===== src/rtl/alu_core_pkg.sv =====
// Shared opcode encoding and instruction field layout for the pipelined ALU core.
// Instruction format, MSB to LSB: {op[1:0], rd, rs1, rs2}, each register field REG_AW bits.
package alu_core_pkg;

    typedef enum logic [1:0] {
        OP_ADD = 2'b00,
        OP_SUB = 2'b01,
        OP_LDI = 2'b10,
        OP_NOP = 2'b11
    } op_e;

    localparam int FLD_RS2 = 0;
    localparam int FLD_RS1 = 1;
    localparam int FLD_RD  = 2;
    localparam int FLD_OP  = 3;

    // LSB position of a field, counted in register-index-sized slots
    function automatic int field_lsb(input int reg_aw, input int fld);
        return fld * reg_aw;
    endfunction

endpackage


===== src/rtl/alu_regfile.sv =====
// Register file: two combinational read ports, one write port, synchronous clear.
// Reads see a same-edge write to the same index (write-through).
module alu_regfile #(
    parameter int DATA_W = 8,
    parameter int REG_AW = 3
) (
    input  logic              clk,
    input  logic              rst,
    input  logic              we_i,
    input  logic [REG_AW-1:0] waddr_i,
    input  logic [DATA_W-1:0] wdata_i,
    input  logic [REG_AW-1:0] raddr_a_i,
    output logic [DATA_W-1:0] rdata_a_o,
    input  logic [REG_AW-1:0] raddr_b_i,
    output logic [DATA_W-1:0] rdata_b_o
);

    localparam int NREG = 2 ** REG_AW;

    logic [DATA_W-1:0] regs_q [NREG];

    // storage array: cleared on reset, one write per cycle otherwise
    always_ff @(posedge clk) begin
        if (rst) begin
            for (int i = 0; i < NREG; i++) begin
                regs_q[i] <= {DATA_W{1'b0}};
            end
        end else if (we_i) begin
            regs_q[waddr_i] <= wdata_i;
        end
    end

    assign rdata_a_o = (we_i && (waddr_i == raddr_a_i)) ? wdata_i : regs_q[raddr_a_i];
    assign rdata_b_o = (we_i && (waddr_i == raddr_b_i)) ? wdata_i : regs_q[raddr_b_i];

endmodule


===== src/rtl/pipelined_alu_core.sv =====
// Four-stage in-order ALU pipeline (IF, ID, EX, WB) with register file, full
// operand forwarding and valid/ready handshakes on instruction input and result output.
module pipelined_alu_core
    import alu_core_pkg::*;
#(
    parameter  int DATA_W  = 8,
    parameter  int REG_AW  = 3,
    localparam int INSTR_W = 2 + 3 * REG_AW
) (
    input  logic               clk,
    input  logic               rst,
    input  logic [INSTR_W-1:0] instr,
    input  logic               instr_valid,
    output logic               instr_ready,
    output logic [DATA_W-1:0]  res,
    output logic [REG_AW-1:0]  res_rd,
    output logic               res_valid,
    input  logic               out_ready
);

    localparam int RS2_LSB = field_lsb(REG_AW, FLD_RS2);
    localparam int RS1_LSB = field_lsb(REG_AW, FLD_RS1);
    localparam int RD_LSB  = field_lsb(REG_AW, FLD_RD);
    localparam int OP_LSB  = field_lsb(REG_AW, FLD_OP);

    logic               stall_s;

    logic               if_valid_q;
    logic               if_valid_d;
    logic [INSTR_W-1:0] if_instr_q;
    op_e                if_op_s;
    logic [REG_AW-1:0]  if_rd_s;
    logic [REG_AW-1:0]  if_rs1_s;
    logic [REG_AW-1:0]  if_rs2_s;

    logic               id_valid_q;
    op_e                id_op_q;
    logic [REG_AW-1:0]  id_rd_q;
    logic [REG_AW-1:0]  id_rs1_q;
    logic [REG_AW-1:0]  id_rs2_q;
    logic [DATA_W-1:0]  id_a_q;
    logic [DATA_W-1:0]  id_b_q;

    logic [DATA_W-1:0]  rf_a_s;
    logic [DATA_W-1:0]  rf_b_s;
    logic               rf_we_s;

    logic [DATA_W-1:0]  op_a_s;
    logic [DATA_W-1:0]  op_b_s;
    logic [DATA_W-1:0]  ex_res_d;

    logic               ex_valid_q;
    logic [REG_AW-1:0]  ex_rd_q;
    logic [DATA_W-1:0]  ex_res_q;

    logic               res_valid_q;
    logic [DATA_W-1:0]  res_q;
    logic [REG_AW-1:0]  res_rd_q;

    assign stall_s     = res_valid_q & ~out_ready;
    assign instr_ready = ~stall_s;

    // NOPs enter as bubbles so nothing downstream needs to look at their opcode
    assign if_valid_d = instr_valid & (instr[OP_LSB +: 2] != OP_NOP);

    assign if_op_s  = op_e'(if_instr_q[OP_LSB +: 2]);
    assign if_rd_s  = if_instr_q[RD_LSB +: REG_AW];
    assign if_rs1_s = if_instr_q[RS1_LSB +: REG_AW];
    assign if_rs2_s = if_instr_q[RS2_LSB +: REG_AW];

    // the write lands on the same edge that WB loads the result register
    assign rf_we_s = ex_valid_q & ~stall_s;

    alu_regfile #(
        .DATA_W (DATA_W),
        .REG_AW (REG_AW)
    ) u_regfile (
        .clk       (clk),
        .rst       (rst),
        .we_i      (rf_we_s),
        .waddr_i   (ex_rd_q),
        .wdata_i   (ex_res_q),
        .raddr_a_i (if_rs1_s),
        .rdata_a_o (rf_a_s),
        .raddr_b_i (if_rs2_s),
        .rdata_b_o (rf_b_s)
    );

    // EX operand selection: nearest older producer wins
    always_comb begin
        op_a_s = id_a_q;
        op_b_s = id_b_q;
        if (ex_valid_q && (ex_rd_q == id_rs1_q)) begin
            op_a_s = ex_res_q;
        end else if (res_valid_q && (res_rd_q == id_rs1_q)) begin
            op_a_s = res_q;
        end else begin
            op_a_s = id_a_q;
        end
        if (ex_valid_q && (ex_rd_q == id_rs2_q)) begin
            op_b_s = ex_res_q;
        end else if (res_valid_q && (res_rd_q == id_rs2_q)) begin
            op_b_s = res_q;
        end else begin
            op_b_s = id_b_q;
        end
    end

    // execute: modulo arithmetic, immediate is the two source fields zero-extended
    always_comb begin
        ex_res_d = {DATA_W{1'b0}};
        case (id_op_q)
            OP_ADD:  ex_res_d = op_a_s + op_b_s;
            OP_SUB:  ex_res_d = op_a_s - op_b_s;
            OP_LDI:  ex_res_d = DATA_W'({id_rs1_q, id_rs2_q});
            default: ex_res_d = {DATA_W{1'b0}};
        endcase
    end

    // pipeline registers: cleared on reset, frozen as a whole while stalled
    always_ff @(posedge clk) begin
        if (rst) begin
            if_valid_q  <= 1'b0;
            if_instr_q  <= {INSTR_W{1'b0}};
            id_valid_q  <= 1'b0;
            id_op_q     <= OP_NOP;
            id_rd_q     <= {REG_AW{1'b0}};
            id_rs1_q    <= {REG_AW{1'b0}};
            id_rs2_q    <= {REG_AW{1'b0}};
            id_a_q      <= {DATA_W{1'b0}};
            id_b_q      <= {DATA_W{1'b0}};
            ex_valid_q  <= 1'b0;
            ex_rd_q     <= {REG_AW{1'b0}};
            ex_res_q    <= {DATA_W{1'b0}};
            res_valid_q <= 1'b0;
            res_q       <= {DATA_W{1'b0}};
            res_rd_q    <= {REG_AW{1'b0}};
        end else if (!stall_s) begin
            if_valid_q  <= if_valid_d;
            if_instr_q  <= instr;
            id_valid_q  <= if_valid_q;
            id_op_q     <= if_op_s;
            id_rd_q     <= if_rd_s;
            id_rs1_q    <= if_rs1_s;
            id_rs2_q    <= if_rs2_s;
            id_a_q      <= rf_a_s;
            id_b_q      <= rf_b_s;
            ex_valid_q  <= id_valid_q;
            ex_rd_q     <= id_rd_q;
            ex_res_q    <= ex_res_d;
            res_valid_q <= ex_valid_q;
            res_q       <= ex_res_q;
            res_rd_q    <= ex_rd_q;
        end
    end

    assign res       = res_q;
    assign res_rd    = res_rd_q;
    assign res_valid = res_valid_q;

endmodule


===== config.mk =====
export PLATFORM = sky130hd
export DESIGN_NAME = pipelined_alu_core
export DESIGN_NICKNAME = d
export VERILOG_FILES = /design/src/rtl/alu_core_pkg.sv /design/src/rtl/alu_regfile.sv /design/src/rtl/pipelined_alu_core.sv
export SDC_FILE = /design/constraint.sdc
export NUM_CORES = 1
export LEC_CHECK = 0
export ABC_AREA = 1
export CORE_MARGIN = 5
export CORE_UTILIZATION = 55
export CTS_CLUSTER_DIAMETER = 150
export DETAILED_ROUTE_END_ITERATION = 6
export GPL_TIMING_DRIVEN = 0
export HOLD_SLACK_MARGIN = 0.08
export PLACE_DENSITY_LB_ADDON = 0.05
export SKIP_CTS_REPAIR_TIMING = 1
export SYNTH_ARGS = -nofsm -noshare
export SYNTH_HDL_FRONTEND = slang
export SYNTH_SLANG_ARGS = --single-unit

===== constraint.sdc =====
create_clock -name clk -period 7.85 [get_ports clk]
set_input_delay 1.1775 -clock clk [delete_from_list [all_inputs] [get_ports clk]]
set_output_delay 1.1775 -clock clk [all_outputs]
set_load 0.01 [all_outputs]

==> out/metrics.csv, run 1 <==
stage,metric,value,unit
worst_setup_path,cp_data_required_time,6670,ps
synthesis,synth_top_area_share,28.0,%
detailed_routing,drc_errors,0,
power,ir_drop,171,uV
worst_setup_path,crit_type,input pin to primary output,
worst_setup_path,r2r_cells,18,
detailed_routing,final_antenna_net_count,0,
synthesis,synth-seq-area-share,46.7,%
detailed_routing,avgRoutedWirePerCell,20.7,microns
sta,fin_skew,7.40,ps
synthesis,ys_warn_count,0,
floorplan,rows,40,
clock_tree,cts-root-buf,clkbuf_16,
layout,layout_common_cells,"nand2_1 (145), nor2_1 (121), o21ai_0 (120)",
sta,fin_tns_setup,0,ps
clock_tree,cts_tree,done,
layout,final_layout_size_suffix_gt1_share,6.62,%
global_route,grt_start_max_net_pins,17,
synthesis,synth_area_per_cell,7.68,sq um
synthesis,ys_ff_latch,128,
detailed_routing,vias,6794,
layout,num_antenna_cells,0,
floorplan,coreArea,12100,sq um
synthesis,yosysUniqueCellTypes,41,
sta,final_max_slew_viol_count,0,
global_route,first_global_vias,6245,
clock_tree,h-tree-depth,4,
synthesis,yosysTopAreaCell,edfxtp_1,
sta,holdWs,465,ps
layout,layout_commonest_cell,nand2_1,
power,cellLeakagePower,3.06,nW
sta,worstMarginPinSlew,959,ps
layout,syn_to_final_growth,15.5,%
worst_setup_path,arrival,3030,ps
detailed_routing,first_pass_iters,6,
place,io_buffers,26,
synthesis,synth_nets,916,
layout,num-nets-final,961,
synthesis,synth_cells,893,
power,p_per_area,245,nW/um^2
floorplan,die_area,14800,sq um
sta,fmax,237,MHz
floorplan,num_io_pins,28,
place,gp_congestion,0.972,
sta,hold_viol_final,0,
global_route,grtUsageTotal,32.3,%
global_route,grt_pass1_wl,35.1,mm
status,outcome,"complete, no violations",
clock_tree,clock_latency,430,ps
clock_tree,clock_path_buffers,2,
sta,post-route-period-util,53.6,%
clock_tree,cts_made_buffers,17,
sta,setup_violations,0,
synthesis,synth_area_leaders,"edfxtp_1 (28%), dfxtp_1 (19%), o21ai_0 (8.8%), nand2_1 (7.9%), a21oi_1 (6.9%)",
place,detailed_place_hpwl,17.2,mm
synthesis,syn_area,6860,sq um
worst_setup_path,worstPathMaxFanout,10,
min_path,min_path_type,flop to flop,
sta,maxSlewHeadroom,36.0,%
floorplan,start_util,56.6,%
sta,grt_setup_unrepaired,no,
clock_tree,clk_pin_slew,60,ps
worst_setup_path,start_kind,input pin,
floorplan,die_h,122,microns
worst_setup_path,critical_path.endpoint_type,primary output,
job,max_cap_violations,0,
min_path,whs_path_depth,2,
detailed_routing,viasPerCell,6.07,
sta,period_needed,4210,ps
clock_tree,cts_sinks,128,
global_route,antenna_found_initial,1,
global_route,grt_overflow,0,
detailed_routing,first_iter_violations,1159,
detailed_routing,drt_wl_total,23.1,mm
floorplan,die_w,122,microns
## where the power goes
part / internal, W / leakage, nW / switching [W]
Combinational: 0.000116 / 1.58 / 0.000244
Clock: 0.000495 / 0.284 / 0.000303
Sequential: 0.000742 / 1.19 / 0.0000398
Total: 0.00135 / 3.06 / 0.000586
## synthesized netlist by cell type
cell / n
xnor2_1: 5
nand4_1: 1
nor3_1: 1
o31ai_1: 1
clkinv_1: 7
o211ai_1: 32
nand4_2: 1
buf_2: 1
a21oi_4: 1
inv_2: 7
o21a_1: 2
edfxtp_1: 64
clkbuf_1: 48
inv_4: 1
nor2_8: 1
buf_4: 1
inv_1: 69
xor2_1: 6
nor2_2: 1
o21ai_0: 120
nand3_2: 3
buf_6: 2
and2_1: 1
nand2_2: 9
nand2_1: 145
o2111ai_1: 1
nand2_4: 1
or2_2: 1
o21ai_1: 2
a31oi_1: 13
a311oi_1: 1
dfxtp_1: 64
o22ai_1: 1
nor2_4: 1
buf_1: 1
a21oi_1: 95
fa_1: 1
nor2_1: 121
a21oi_2: 2
ha_1: 7
nand3_1: 51
## through the flow
step           setup slack, ps  power (W)  instances  area (sq um)  util, %
2_1_floorplan             4960    0.00101        893          6860        -
3_3_place_gp              3700    0.00113       1087          7330     60.5
3_5_place_dp              3690    0.00114       1087          7330     60.5
4_1_cts                   3680    0.00193       1119          7920     65.4
5_1_grt                   3590    0.00201       1119          7920     65.4
6_report                  3640    0.00194       1119          7920     65.4
## layer usage
layer | global-route usage (%) | share of wire [%] | vias to the layer above
met3 | 10.5 | 12 | 72
met1 | 45.8 | 42 | 3192
met5 | 0 | 0.048 | -
met2 | 45.7 | 42 | 407
met4 | 12.6 | 3.5 | 2
li1 | - | - | 3121
## sequential cells by signal, indices dropped and copies added, names as in the netlist, 8 cells and up
signal            cells
id_a_q                8
ex_res_q              8
if_instr_q           11
id_b_q                8
u_regfile.regs_q     64
res                   8
## worst max-delay path, cell delays in order
cell and delay (ps):
clkdlybuf4s50_1 450, nor2_1 100, inv_2 130, clkbuf_1 510
clkdlybuf4s50_1 660
## cell families (layout without fill, tap and decap cells)
logic type / after synthesis / in the layout / share of synthesized area (%)
AND/OR/NAND/NOR: 338 / 338 / 20.8
AO/OA/AOI/OAI: 271 / 271 / 21.7
buffers and inverters: 137 / 195 / 7.83
flip-flops: 128 / 128 / 46.7
XOR/XNOR: 11 / 11 / 1.41
adder cells (fa/ha/maj): 8 / 8 / 1.57
## path summary, 6_finish.rpt
kind,from,to,slack (ps)
worst max-delay path,out_ready,instr_ready,3640
worst min-delay path,if_instr_q[9],id_op_q[0],470
worst max register to register,ex_res_q[0],ex_res_q[5],4400
worst min register to register,if_instr_q[9],id_op_q[0],470
## cell type report
cell class	count	area, sq um
sequential	128	3200
clock buffer	17	425
buffer	53	219
fill	1075	4190
clock inverter	15	170
inverter	84	318
timing repair buffer	26	260
tap	168	210
multi-input combinational	628	3120
Power figures use the tool's default switching activity.
==> run 2, diff against run 1 <==
==> constraint.sdc (replaced) <==
create_clock -name clk -period 4.1 [get_ports clk]
set_input_delay 0.615 -clock clk [delete_from_list [all_inputs] [get_ports clk]]
set_output_delay 0.615 -clock clk [all_outputs]
set_load 0.01 [all_outputs]
==> results of run 2 <==
Same layout as run 1 (identical final DEF). Status: complete, no violations.
Main changes from that run: setup slack after placement 3690 ps -> 802 ps; setup slack after layout 3640 ps -> 651 ps; start point of the critical path out_ready -> ex_res_q[0]; end point of the critical path instr_ready -> ex_res_q[5]; register-to-register setup slack 4400 ps -> 650 ps; total power 0.00194 W -> 0.00371 W; worst IR drop on VDD 171 uV -> 327 uV
==> run 3, diff against run 2 <==
==> constraint.sdc (replaced) <==
create_clock -name clk -period 2.81 [get_ports clk]
set_input_delay 0.4215 -clock clk [delete_from_list [all_inputs] [get_ports clk]]
set_output_delay 0.4215 -clock clk [all_outputs]
set_load 0.01 [all_outputs]
==> run 3 against run 2 <==
Against the previous run: the flow now finishes with violations (DRC, setup timing); flip-flop and latch count stayed put; clock power up 46%; clock skew up 1.7 ps; routed wire length grew 2.7%; register-to-register slack got worse by 940 ps; critical endpoint unchanged; highest routed layer unchanged.
==> out/metrics.csv, run 3 (same netlist as run 1, synthesis figures left out) <==
stage,metric,value,unit,change
status,violations,"DRC, setup timing",,
floorplan,die_h,122,microns,unchanged
detailed_routing,first_pass_iters,7,,+1
worst_setup_path,cp_data_required_time,3160,ps,
sta,final_max_slew_viol_count,0,,unchanged
status,outcome,finished with violations,,
sta,fin_skew,9.10,ps,+1.71 ps
layout,num_antenna_cells,0,,unchanged
floorplan,coreArea,12100,sq um,unchanged
power,ir_drop,479,uV,
worst_setup_path,start_kind,flop,,
sta,setup_ws,-290,ps,
sta,grt_setup_unrepaired,yes,,
detailed_routing,viasPerCell,6.07,,about the same
global_route,grt_overflow,0,,unchanged
power,cellLeakagePower,3.21,nW,+5.0%
layout,layout_commonest_cell,nand2_1,,
place,dp_cells,1087,,unchanged
floorplan,die_area,14800,sq um,unchanged
layout,num-nets-final,984,,+2.4%
clock_tree,cts-root-buf,clkbuf_16,,
place,io_buffers,26,,unchanged
detailed_routing,vias,6937,,+2.1%
power,p_comb_share,21.6,%,+3.1 points
sta,worstMarginPinSlew,928,ps,-31.1 ps
detailed_routing,avgRoutedWirePerCell,20.8,microns,+0.59%
layout,instances_no_fill,1142,,+2.1%
clock_tree,clk_pin_slew,60,ps,about the same
power,p_per_area,679,nW/um^2,
layout,top_regs,"u_regfile.regs_q (64), if_instr_q (11)",,
worst_setup_path,worstPathMaxFanout,9,,-1
place,gp_congestion,0.972,,unchanged
global_route,antenna_found_initial,1,,unchanged
layout,multi_input_area,3260,sq um,+4.6%
power,switchingPower,0.00173,W,
layout,seq_area,3220,sq um,+0.47%
sta,period_needed,3100,ps,
global_route,grt_pass1_wl,35.1,mm,unchanged
floorplan,start_util,56.6,%,unchanged
detailed_routing,drt_wl_total,23.8,mm,+2.7%
power,seq_power_share,38.8,%,-1.5 points
global_route,grt_start_max_net_pins,17,,unchanged
clock_tree,clock_latency,440,ps,about the same
floorplan,rows,40,,unchanged
clock_tree,cts_sinks,128,,unchanged
clock_tree,h-tree-depth,4,,unchanged
sta,fmax,323,MHz,
clock_tree,cts_tree,done,,
power,switching_share,30.7,%,
layout,largest_register,u_regfile.regs_q,,
power,p_int,0.00391,W,
worst_setup_path,arrival,3450,ps,
layout,final_layout_size_suffix_gt1_share,13.4,%,+6.8 points
clock_tree,clock_path_buffers,2,,unchanged
worst_setup_path,critical_path.endpoint_type,flop,,
sta,setup_violations,4,,+4
layout,largest_reg_flops,64,,unchanged
global_route,grtUsageTotal,32.3,%,unchanged
place,detailed_place_hpwl,17.2,mm,unchanged
worst_setup_path,crit_type,flop to flop,,
layout,layout_common_cells,"nand2_1 (137), nor2_1 (117), o21ai_0 (116)",,
power,clockPowerShare,39.6,%,-1.6 points
clock_tree,cts_made_buffers,17,,unchanged
sta,maxSlewHeadroom,38.1,%,+2.1 points
sta,holdWs,466,ps,+0.781 ps
layout,nFillCells,1016,,-5.5%
floorplan,num_io_pins,28,,unchanged
detailed_routing,drc_errors,1,,+1
detailed_routing,final_antenna_net_count,0,,unchanged
layout,syn_to_final_growth,21.2,%,
min_path,min_path_type,flop to flop,,
job,max_cap_violations,0,,unchanged
detailed_routing,first_iter_violations,1104,,-4.7%
global_route,first_global_vias,6245,,unchanged
sta,hold_viol_final,0,,unchanged
floorplan,die_w,122,microns,unchanged
sta,post-route-period-util,110,%,
==> run 3: stage by stage <==
step / setup TNS (ps) / setup WS, ps / total power (W) / instance area, sq um / utilization [%]
after floorplan: 0 / 56.7 / 0.00282 / 6860 / -
after global placement: -1200 / -376 / 0.00316 / 7330 / 60.5
after detailed placement: -1650 / -488 / 0.00318 / 7330 / 60.5
after CTS: -1780 / -531 / 0.00538 / 7920 / 65.4
after global routing: -1550 / -437 / 0.00583 / 8310 / 68.6
final: -709 / -290 / 0.00564 / 8310 / 68.6
==> run 3: routing by layer <==
metal,up-vias,GRT usage (%),part of all wire [%]
met2,484,45.7,43
met1,3208,45.8,42
met5,-,0,0.029
met3,67,10.5,12
li1,3176,-,-
met4,2,12.6,3.2
==> run 3: cell type report <==
class | instances | area share [%]
Tap cell | 168 | 2.53
Sequential cell | 128 | 38.7
Clock inverter | 15 | 2.05
Multi-Input combinational cell | 628 | 39.2
Timing Repair Buffer | 49 | 5.60
Buffer | 53 | 2.76
Clock buffer | 17 | 5.12
Inverter | 84 | 3.98
==> run 3: power groups by stage <==
stage | logic (W) | registers (W) | clock network (W)
floorplan | 0.000651 | 0.00217 | 0
global placement | 0.000946 | 0.00221 | 0
detailed placement | 0.000969 | 0.00221 | 0
CTS | 0.000975 | 0.00218 | 0.00223
global route | 0.00131 | 0.00219 | 0.00233
finish | 0.00122 | 0.00219 | 0.00223
==> run 3: final timing paths <==
path / startpoint / to / slack [ps] / cells past startpoint
max: ex_rd_q[2] / ex_res_q[5] / -290 / 22
min: if_instr_q[9] / id_op_q[0] / 470 / 2
max reg2reg: ex_rd_q[2] / ex_res_q[5] / -290 / 22
min reg2reg: if_instr_q[9] / id_op_q[0] / 470 / 2
==> run 3: worst max-delay path, stage by stage, from the launching register on <==
cell and delay [ps]:
dfxtp_1 310, buf_6 140, inv_4 70, o21ai_1 70
nor2_2 170, nand2_4 90, buf_8 140, nand3_1 120
nand2_2 110, nand2_2 80, nand2_2 60, xnor2_2 150
ha_1 340, a21oi_2 170, o21ai_2 90, nand2_1 80
inv_2 40, o21a_1 170, nor2_2 120, nor2_1 50
nor2_1 120, nand2_2 100, a31oi_1 200
